<file path="config.mk">
export PLATFORM = sky130hd
export DESIGN_NAME = free_list_flat
export DESIGN_NICKNAME = d
export VERILOG_FILES = /design/src/rtl/free_list_if.sv /design/src/rtl/free_list.sv /design/src/flat_wrapper.sv
export SDC_FILE = /design/constraint.sdc
export NUM_CORES = 1
export LEC_CHECK = 0
export CORE_MARGIN = 1
export CORE_UTILIZATION = 56
export CTS_CLUSTER_DIAMETER = 40
export CTS_CLUSTER_SIZE = 28
export DETAILED_ROUTE_END_ITERATION = 6
export PLACE_DENSITY = 0.76
export SLEW_MARGIN = 20
export SYNTH_ARGS = -nofsm -noshare
export SYNTH_HDL_FRONTEND = slang
export SYNTH_SLANG_ARGS = --single-unit
</file>
<file path="constraint.sdc">
create_clock -name clk -period 3.5 [get_ports clk]
set_input_delay 1.05 -clock clk [delete_from_list [all_inputs] [get_ports clk]]
set_output_delay 1.05 -clock clk [all_outputs]
set_load 0.005 [all_outputs]
</file>
<file path="src/rtl/free_list_if.sv">
// free_list_if: rename-side alloc/free/checkpoint/recover bundle for the physical-register free list
interface free_list_if #(
  parameter int N_ARCH_REGS = 32,
  parameter int N_PHYS_REGS = 64,
  parameter int ROB_DEPTH   = 32
);
  localparam int PHYS_W = $clog2(N_PHYS_REGS);
  localparam int CNT_W  = $clog2(N_PHYS_REGS - N_ARCH_REGS) + 1;
  localparam int ROB_W  = $clog2(ROB_DEPTH);
  logic              alloc_req_i;
  logic              alloc_valid_o;
  logic [PHYS_W-1:0] alloc_phys_o;
  logic              free_i;
  logic [PHYS_W-1:0] free_phys_i;
  logic              checkpoint_take;
  logic [ROB_W-1:0]  checkpoint_tag;
  logic              recover_i;
  logic [ROB_W-1:0]  recover_tag_i;
  logic [CNT_W-1:0]  free_count_o;
  modport master (
    output alloc_req_i, free_i, free_phys_i, checkpoint_take, checkpoint_tag, recover_i, recover_tag_i,
    input  alloc_valid_o, alloc_phys_o, free_count_o
  );
  modport slave (
    input  alloc_req_i, free_i, free_phys_i, checkpoint_take, checkpoint_tag, recover_i, recover_tag_i,
    output alloc_valid_o, alloc_phys_o, free_count_o
  );
endinterface

</file>
<file path="src/rtl/free_list.sv">
// free_list: circular FIFO of free physical registers with per-ROB-tag read-pointer checkpoints
module free_list #(
  parameter int N_ARCH_REGS = 32,
  parameter int N_PHYS_REGS = 64,
  parameter int ROB_DEPTH   = 32
) (
  input logic        clk,
  input logic        rst_n,
  free_list_if.slave fl
);
  localparam int FL_DEPTH = N_PHYS_REGS - N_ARCH_REGS;
  localparam int IDX_W    = $clog2(FL_DEPTH);
  localparam int PTR_W    = IDX_W + 1;
  localparam int PHYS_W   = $clog2(N_PHYS_REGS);
  logic [PHYS_W-1:0] entry_q [FL_DEPTH];
  logic [PTR_W-1:0]  slot_q [ROB_DEPTH];
  logic [PTR_W-1:0]  head_q, head_d, tail_q, tail_d, head_next, count;
  logic              do_alloc, do_free;
  // Occupancy, grant/free qualification and next pointers; recovery overrides the allocation
  always_comb begin
    count     = tail_q - head_q;
    do_alloc  = fl.alloc_req_i && count != '0;
    do_free   = fl.free_i && fl.free_phys_i != '0 && count != PTR_W'(FL_DEPTH);
    head_next = head_q + PTR_W'(do_alloc);
    head_d    = fl.recover_i ? slot_q[fl.recover_tag_i] : head_next;
    tail_d    = tail_q + PTR_W'(do_free);
  end
  assign fl.free_count_o  = count;
  assign fl.alloc_valid_o = count != '0;
  assign fl.alloc_phys_o  = entry_q[head_q[IDX_W-1:0]];
  // Pointers, list storage and checkpoint slots; tail is never restored so a commit during recovery still lands
  always_ff @(posedge clk or negedge rst_n) begin
    if (!rst_n) begin
      head_q <= '0;
      tail_q <= PTR_W'(FL_DEPTH);
      for (int i = 0; i < FL_DEPTH; i++) entry_q[i] <= PHYS_W'(N_ARCH_REGS + i);
      for (int i = 0; i < ROB_DEPTH; i++) slot_q[i] <= '0;
    end else begin
      head_q <= head_d;
      tail_q <= tail_d;
      if (do_free) entry_q[tail_q[IDX_W-1:0]] <= fl.free_phys_i;
      if (fl.checkpoint_take && !fl.recover_i) slot_q[fl.checkpoint_tag] <= head_next;
    end
  end
endmodule

</file>
<file path="src/flat_wrapper.sv">
// flat-port wrapper written by rule: the top's interface ports become plain ports
module free_list_flat 
#(
  parameter int N_ARCH_REGS = 32,
  parameter int N_PHYS_REGS = 64,
  parameter int ROB_DEPTH   = 32
)
  (clk, rst_n, fl_alloc_req_i, fl_free_i, fl_free_phys_i, fl_checkpoint_take, fl_checkpoint_tag, fl_recover_i, fl_recover_tag_i, fl_alloc_valid_o, fl_alloc_phys_o, fl_free_count_o);
  free_list_if #(.N_ARCH_REGS(N_ARCH_REGS), .N_PHYS_REGS(N_PHYS_REGS), .ROB_DEPTH(ROB_DEPTH)) fl_i ();
  input logic clk;
  input logic rst_n;
  input wire logic [$bits(fl_i.alloc_req_i)-1:0] fl_alloc_req_i;
  input wire logic [$bits(fl_i.free_i)-1:0] fl_free_i;
  input wire logic [$bits(fl_i.free_phys_i)-1:0] fl_free_phys_i;
  input wire logic [$bits(fl_i.checkpoint_take)-1:0] fl_checkpoint_take;
  input wire logic [$bits(fl_i.checkpoint_tag)-1:0] fl_checkpoint_tag;
  input wire logic [$bits(fl_i.recover_i)-1:0] fl_recover_i;
  input wire logic [$bits(fl_i.recover_tag_i)-1:0] fl_recover_tag_i;
  output wire logic [$bits(fl_i.alloc_valid_o)-1:0] fl_alloc_valid_o;
  output wire logic [$bits(fl_i.alloc_phys_o)-1:0] fl_alloc_phys_o;
  output wire logic [$bits(fl_i.free_count_o)-1:0] fl_free_count_o;
  assign fl_i.alloc_req_i = fl_alloc_req_i;
  assign fl_i.free_i = fl_free_i;
  assign fl_i.free_phys_i = fl_free_phys_i;
  assign fl_i.checkpoint_take = fl_checkpoint_take;
  assign fl_i.checkpoint_tag = fl_checkpoint_tag;
  assign fl_i.recover_i = fl_recover_i;
  assign fl_i.recover_tag_i = fl_recover_tag_i;
  assign fl_alloc_valid_o = fl_i.alloc_valid_o;
  assign fl_alloc_phys_o = fl_i.alloc_phys_o;
  assign fl_free_count_o = fl_i.free_count_o;
  free_list #(.N_ARCH_REGS(N_ARCH_REGS), .N_PHYS_REGS(N_PHYS_REGS), .ROB_DEPTH(ROB_DEPTH)) u_core (.clk(clk), .rst_n(rst_n), .fl(fl_i));
endmodule
</file>
# Word-level counts from Yosys, hierarchy flattened
# Index checks and enable logic that the tools add are counted.
# totals
out_inout_bits,13
reg_bits,396
elab_cells,102
# classes
muxes,13
magnitude_cmp,6
reduce_logical,9
n_eq_ne,1
n_bitwise,4
addsub,3
# ops
operator,n
$bwmux W192,2
$bmux W6 S5,2
$demux W6 S5,2
$mux W6,7
$ge A6 B6 Y1 const B,4
$not A5 Y6,4
$add A6 B1 Y6,2
$lt A6 B1 Y1 const B,2
$reduce_bool A6 Y1,2
$logic_and A1 B1 Y1,6
$ne A6 B6 Y1 const B,1
$sub A6 B6 Y6,1
$logic_not A1 Y1,1

# Depth between registers and ports, before layout
# logic_depth
depth_word,6
ltp_mapped,17
ltp_nobuf,13

# Worst setup path before layout
# No wires, ideal clock.
# synth_path
path_kind,flip-flop to flip-flop
start,register u_core.head_q[2]
end,register u_core.slot_q[76] (netlist name)
path_stages_with_launch,15
required_ps,3364
setup_time_ps,136
arrival_time_ps,3645
path_slack_ps,-281
n_path_buf,2
path_cell_list,dfrtp_1 > inv_1 > buf_1 > ha_1 > xnor2_1 > or4_4 > mux2i_4 > nand3_1 > and2_1 > ha_1 > ha_1 > nand3_1 > xnor2_1 > clkbuf_1 > o21ai_0
# synth_between
elab_chain_len,5
# synth_rtl
item,line_no,text
from (decl),free_list.sv:17,"logic [PTR_W-1:0] head_q, head_d, tail_q, tail_d, head_next, count;"
from (signal assigned),free_list.sv:34,head_q <= '0;
from (signal assigned),free_list.sv:39,head_q <= head_d;
$sub A6 B6 Y6,free_list.sv:21,count = tail_q - head_q;
net fl_free_count_o[2],flat_wrapper.sv:21,output wire logic [$bits(fl_i.free_count_o)-1:0] fl_free_count_o;
$reduce_bool A6 Y1,n/a,
net fl_alloc_valid_o,flat_wrapper.sv:19,output wire logic [$bits(fl_i.alloc_valid_o)-1:0] fl_alloc_valid_o;
$logic_and A1 B1 Y1,free_list.sv:22,do_alloc = fl.alloc_req_i && count != '0;
$add A6 B1 Y6,free_list.sv:24,head_next = head_q + PTR_W'(do_alloc);
$bwmux W192,free_list.sv:42,if (fl.checkpoint_take && !fl.recover_i) slot_q[fl.checkpoint_tag] <= head_next;
"to (signal, indexed assignment)",free_list.sv:42,
to (decl),free_list.sv:16,logic [PTR_W-1:0] slot_q [ROB_DEPTH];
# The timed path passes the listed nets, and every way through them passes these cells.
# A chain may end at the register's enable or synchronous reset.

# Worst setup path in the final report
# layout_path
start,register u_core.head_q[0]
end,output port fl_alloc_phys_o[2]
# layout_between
elab_chain_len,4
# layout_rtl
item,line_no,text
$not A5 Y6 (implied by the code),free_list.sv:30,assign fl.alloc_phys_o = entry_q[head_q[IDX_W-1:0]];
$bmux W6 S5,free_list.sv:30,
$mux W6 (implied by the code) (2 in a row),free_list.sv:30,
to (decl),flat_wrapper.sv:20,output wire logic [$bits(fl_i.alloc_phys_o)-1:0] fl_alloc_phys_o;
# No other way between the ends. The select of a mux whose other input is x is not followed.

==> impl_results.md <==
- GRT overflow: 0
- DP Area: 20000 sq um
- Max incr delay on CP: 500 ps
- Largest area contributor in the netlist: dfrtp_1
- Row count: 66
- 1st-iter DRT viols: 869
- RSZ-0062 raised after global routing: true
- DP HPWL: 28.1 mm
- CP Cell Sequence: buf_12 -> buf_16 -> buf_12 -> mux4_2 -> mux4_2 -> nand2_2 -> nand2_2 -> buf_6
- CP startpoint: u_core.head_q[0]
- DRT Pass-1 Iters: 4
- DRC Markers: 0
- Last weighted congestion value of the routability-driven placer: 0.817
- Critical Path AT: 2690 ps
- Worst-path clk slew: 60 ps
- Antenna violations before repair: 0
- Synth Instances: 1352
- Maximum VDD drop: 450 uV
- CTS tree: built
- Synth Register Bits: 396
- FF-to-FF path depth: 13
- Slack of the critical path: -243 ps
- I/O pins: 35
- PortBufs: 34
- Ant. Diodes: 0
- Failing checks: negative setup slack
- Core box area: 32500 sq um
- DRT Wirelength: 43.9 mm
- Die Wd: 184 microns
- Leak: 9.50 nW
- Fmax: 267 MHz
- Final ANT Viol Nets: 0
- PD cells: 801 nW/um^2
- Worst path bufs/invs: 4
- Cell Area, Synth: 18500 sq um
- Mean Syn Cell Area: 13.7 sq um
- Top-count cell post-synth: dfrtp_1
- Top_reg_cell synth: dfrtp_1
- Setup crit end kind: output pin
- Hold_buf cts: 0
- Max H-tree Level: 2
- Number of synthesized flops with an enable pin: 0
- Internal: 12.4 mW
- RR Endpoint: u_core.slot_q[178]
- Net switching power: 5.32 mW
- Slowest cell on crit path: dfrtp_4
- Worst Setup EP: fl_alloc_phys_o[2]
- Max FO, Critical Path: 7
- Slew HR: 0.428
- Min-delay worst type: input port to async pin
- Final period utilization: 1.07
- DR vias: 11800
- Clock Latency Late Sink: 560 ps
- Layout cells sized above 1: 0.504
- Post-synth top cells: 283 x dfrtp_1, 250 x mux2_2, 113 x dfstp_2, 111 x mux4_2, 105 x nand2_1
- Synth area leaders: dfrtp_1 38%, dfstp_2 16%, mux2_2 15%
- R2R setup slack: 40 ps
- P&R area growth vs syn: 19.6%
- Sw frac: 0.300
- WP depth: 8
- Yosys Warn Count: 0
- Total GRT Usage: 0.273
- Combinational share of power: 0.310
- Final instance area: 22200 sq um
- Status: finished, violations left
- CP Launch Type: flip-flop
- Vias in the first global route: 12700
- Routed length per instance: 22.5 microns
- Yosys cell types: 51
- Worst Path Required: 2450 ps
- Starting Density: 0.569
- Die H: 184 microns
- Die footprint: 33800 sq um
- R2r startpoint: u_core.head_q[0]
- Worst Setup Path Type: flip-flop to output pin
- CTS Buf Count: 47
- Worst-Margin Slew: 856 ps
- Final hold viol count: 0
- Sequential share of the synthesized area: 0.542
- Register share of total power: 0.400
- Max Cap Viol: 0
- Minimum clock period: 3740 ps
- # setup viols final: 8
- WHS: 472 ps
- Yosys top cell area share: 0.382
- Clock share of power: 0.290
- First-pass GRT wire length: 70.6 mm
- Fin. max-slew vios: 0
- Root buf cell: clkbuf_16
- CP top delay family: multiplexers
- Final Net Count: 1497
- Via density: 6.08
- Synth Net Count: 1384
- Clock tree buffer depth: 3
- Clk sinks: 396
- Ys async rst share: 1.00
- Worst Skew: 15.1 ps
- Largest net degree at the start of global routing: 80
## worst min-delay path by stage
stage | startpoint | end | slack [ps]
floorplan | u_core.slot_q[128] | u_core.slot_q[128] | 440
global placement | u_core.slot_q[130] | u_core.slot_q[130] | 460
detailed placement | u_core.slot_q[130] | u_core.slot_q[130] | 460
CTS | u_core.slot_q[178] | u_core.slot_q[178] | 480
global route | u_core.slot_q[178] | u_core.slot_q[178] | 490
finish | rst_n | u_core.entry_q[186] | 470
## stage by stage
stage               instances  TNS (ps)  setup WS (ps)  utilization  power [mW]
floorplan                1352         0           25.8            -        10.2
global placement         1830      -467           -141        0.614        11.8
detailed placement       1830     -1430           -151        0.614        12.1
CTS                      1938     -1670           -250        0.677        17.6
global route             1946     -2870           -317        0.681        18.5
finish                   1946     -1710           -243        0.681        17.7
## power groups by stage
stage                     clock [mW]  sequential [mW]  combinational, mW
after floorplan                    0             6.84               3.36
after global placement             0             7.00               4.78
after detailed placement           0             7.11               4.95
after CTS                       5.22             7.06               5.35
after global routing            5.41             7.24               5.87
final                           5.14             7.10               5.50
## layout by cell type, fill, tap and decap left out, types with 4 or more instances in the layout
master and instances:
clkbuf_16 48, nand2b_1 4, bufinv_16 5, nand3b_1 6, a22o_1 4, buf_12 21, ha_1 4, nand3_1 11
buf_6 6, buf_4 76, inv_8 6, nand2_1 93, xnor2_1 4, nand2_4 19, mux4_2 111, a21oi_1 72
buf_8 4, buf_2 8, dfstp_2 113, o21ai_0 70, dfrtp_1 280, nor2_1 88, buf_16 4, clkdlybuf4s50_1 21
ha_4 4, nor3_1 36, mux2_2 250, nand2_2 22, a22oi_1 8, xnor2_2 4, clkinvlp_4 8, mux2_4 6
inv_6 11, inv_1 10
## flip-flops by register name (all words and copies together) (netlist names)
register and cells:
u_core.entry_q 192, u_core.slot_q 192, u_core.head_q 6, u_core.tail_q 6
## timing repair
item / 4_1_cts / 5_1_grt
resized for setup: 72 / 14
setup buffers: 17 / 6
cloned: 3 / 2
pin swaps: 22 / 9
setup endpoints to repair: 62 / 38
## layer usage
metal / global-route usage / up-vias / routed length, microns
li1: - / 5193 / -
met3: 0.0485 / 97 / 2410
met5: 0 / - / 0
met2: 0.462 / 377 / 22300
met4: 0.107 / 0 / 1460
met1: 0.353 / 6156 / 17600
## worst reg2reg max path, stage by stage, from the launching register on
cell and delay, ps:
dfrtp_4 500, ha_4 170, fa_1 500, inv_1 60, or4_4 490, mux2i_4 170
nand3_2 100, and2_1 170, ha_1 230, ha_2 240, nand3_1 140, xnor2_2 200
clkbuf_16 270, o21ai_0 100
## cell families (layout without fill, tap and decap cells)
logic type	Yosys count	count (layout)	synth area share
xor+xnor	12	12	0.00567
simple gates	304	304	0.0802
compound gates	167	167	0.0498
flops	396	396	0.542
buf+inv	92	244	0.0201
fa+ha+maj	10	10	0.00716
mux	371	371	0.295
## cell type report
class	count	area, sq um
Clock inverter	37	454
Multi-Input combinational cell	864	8300
Sequential cell	396	10100
Inverter	12	46.3
Fill cell	2258	10400
Tap cell	442	553
Clock buffer	51	1210
Timing Repair Buffer	144	1530
Note: power is estimated with default switching activity, not from simulation.
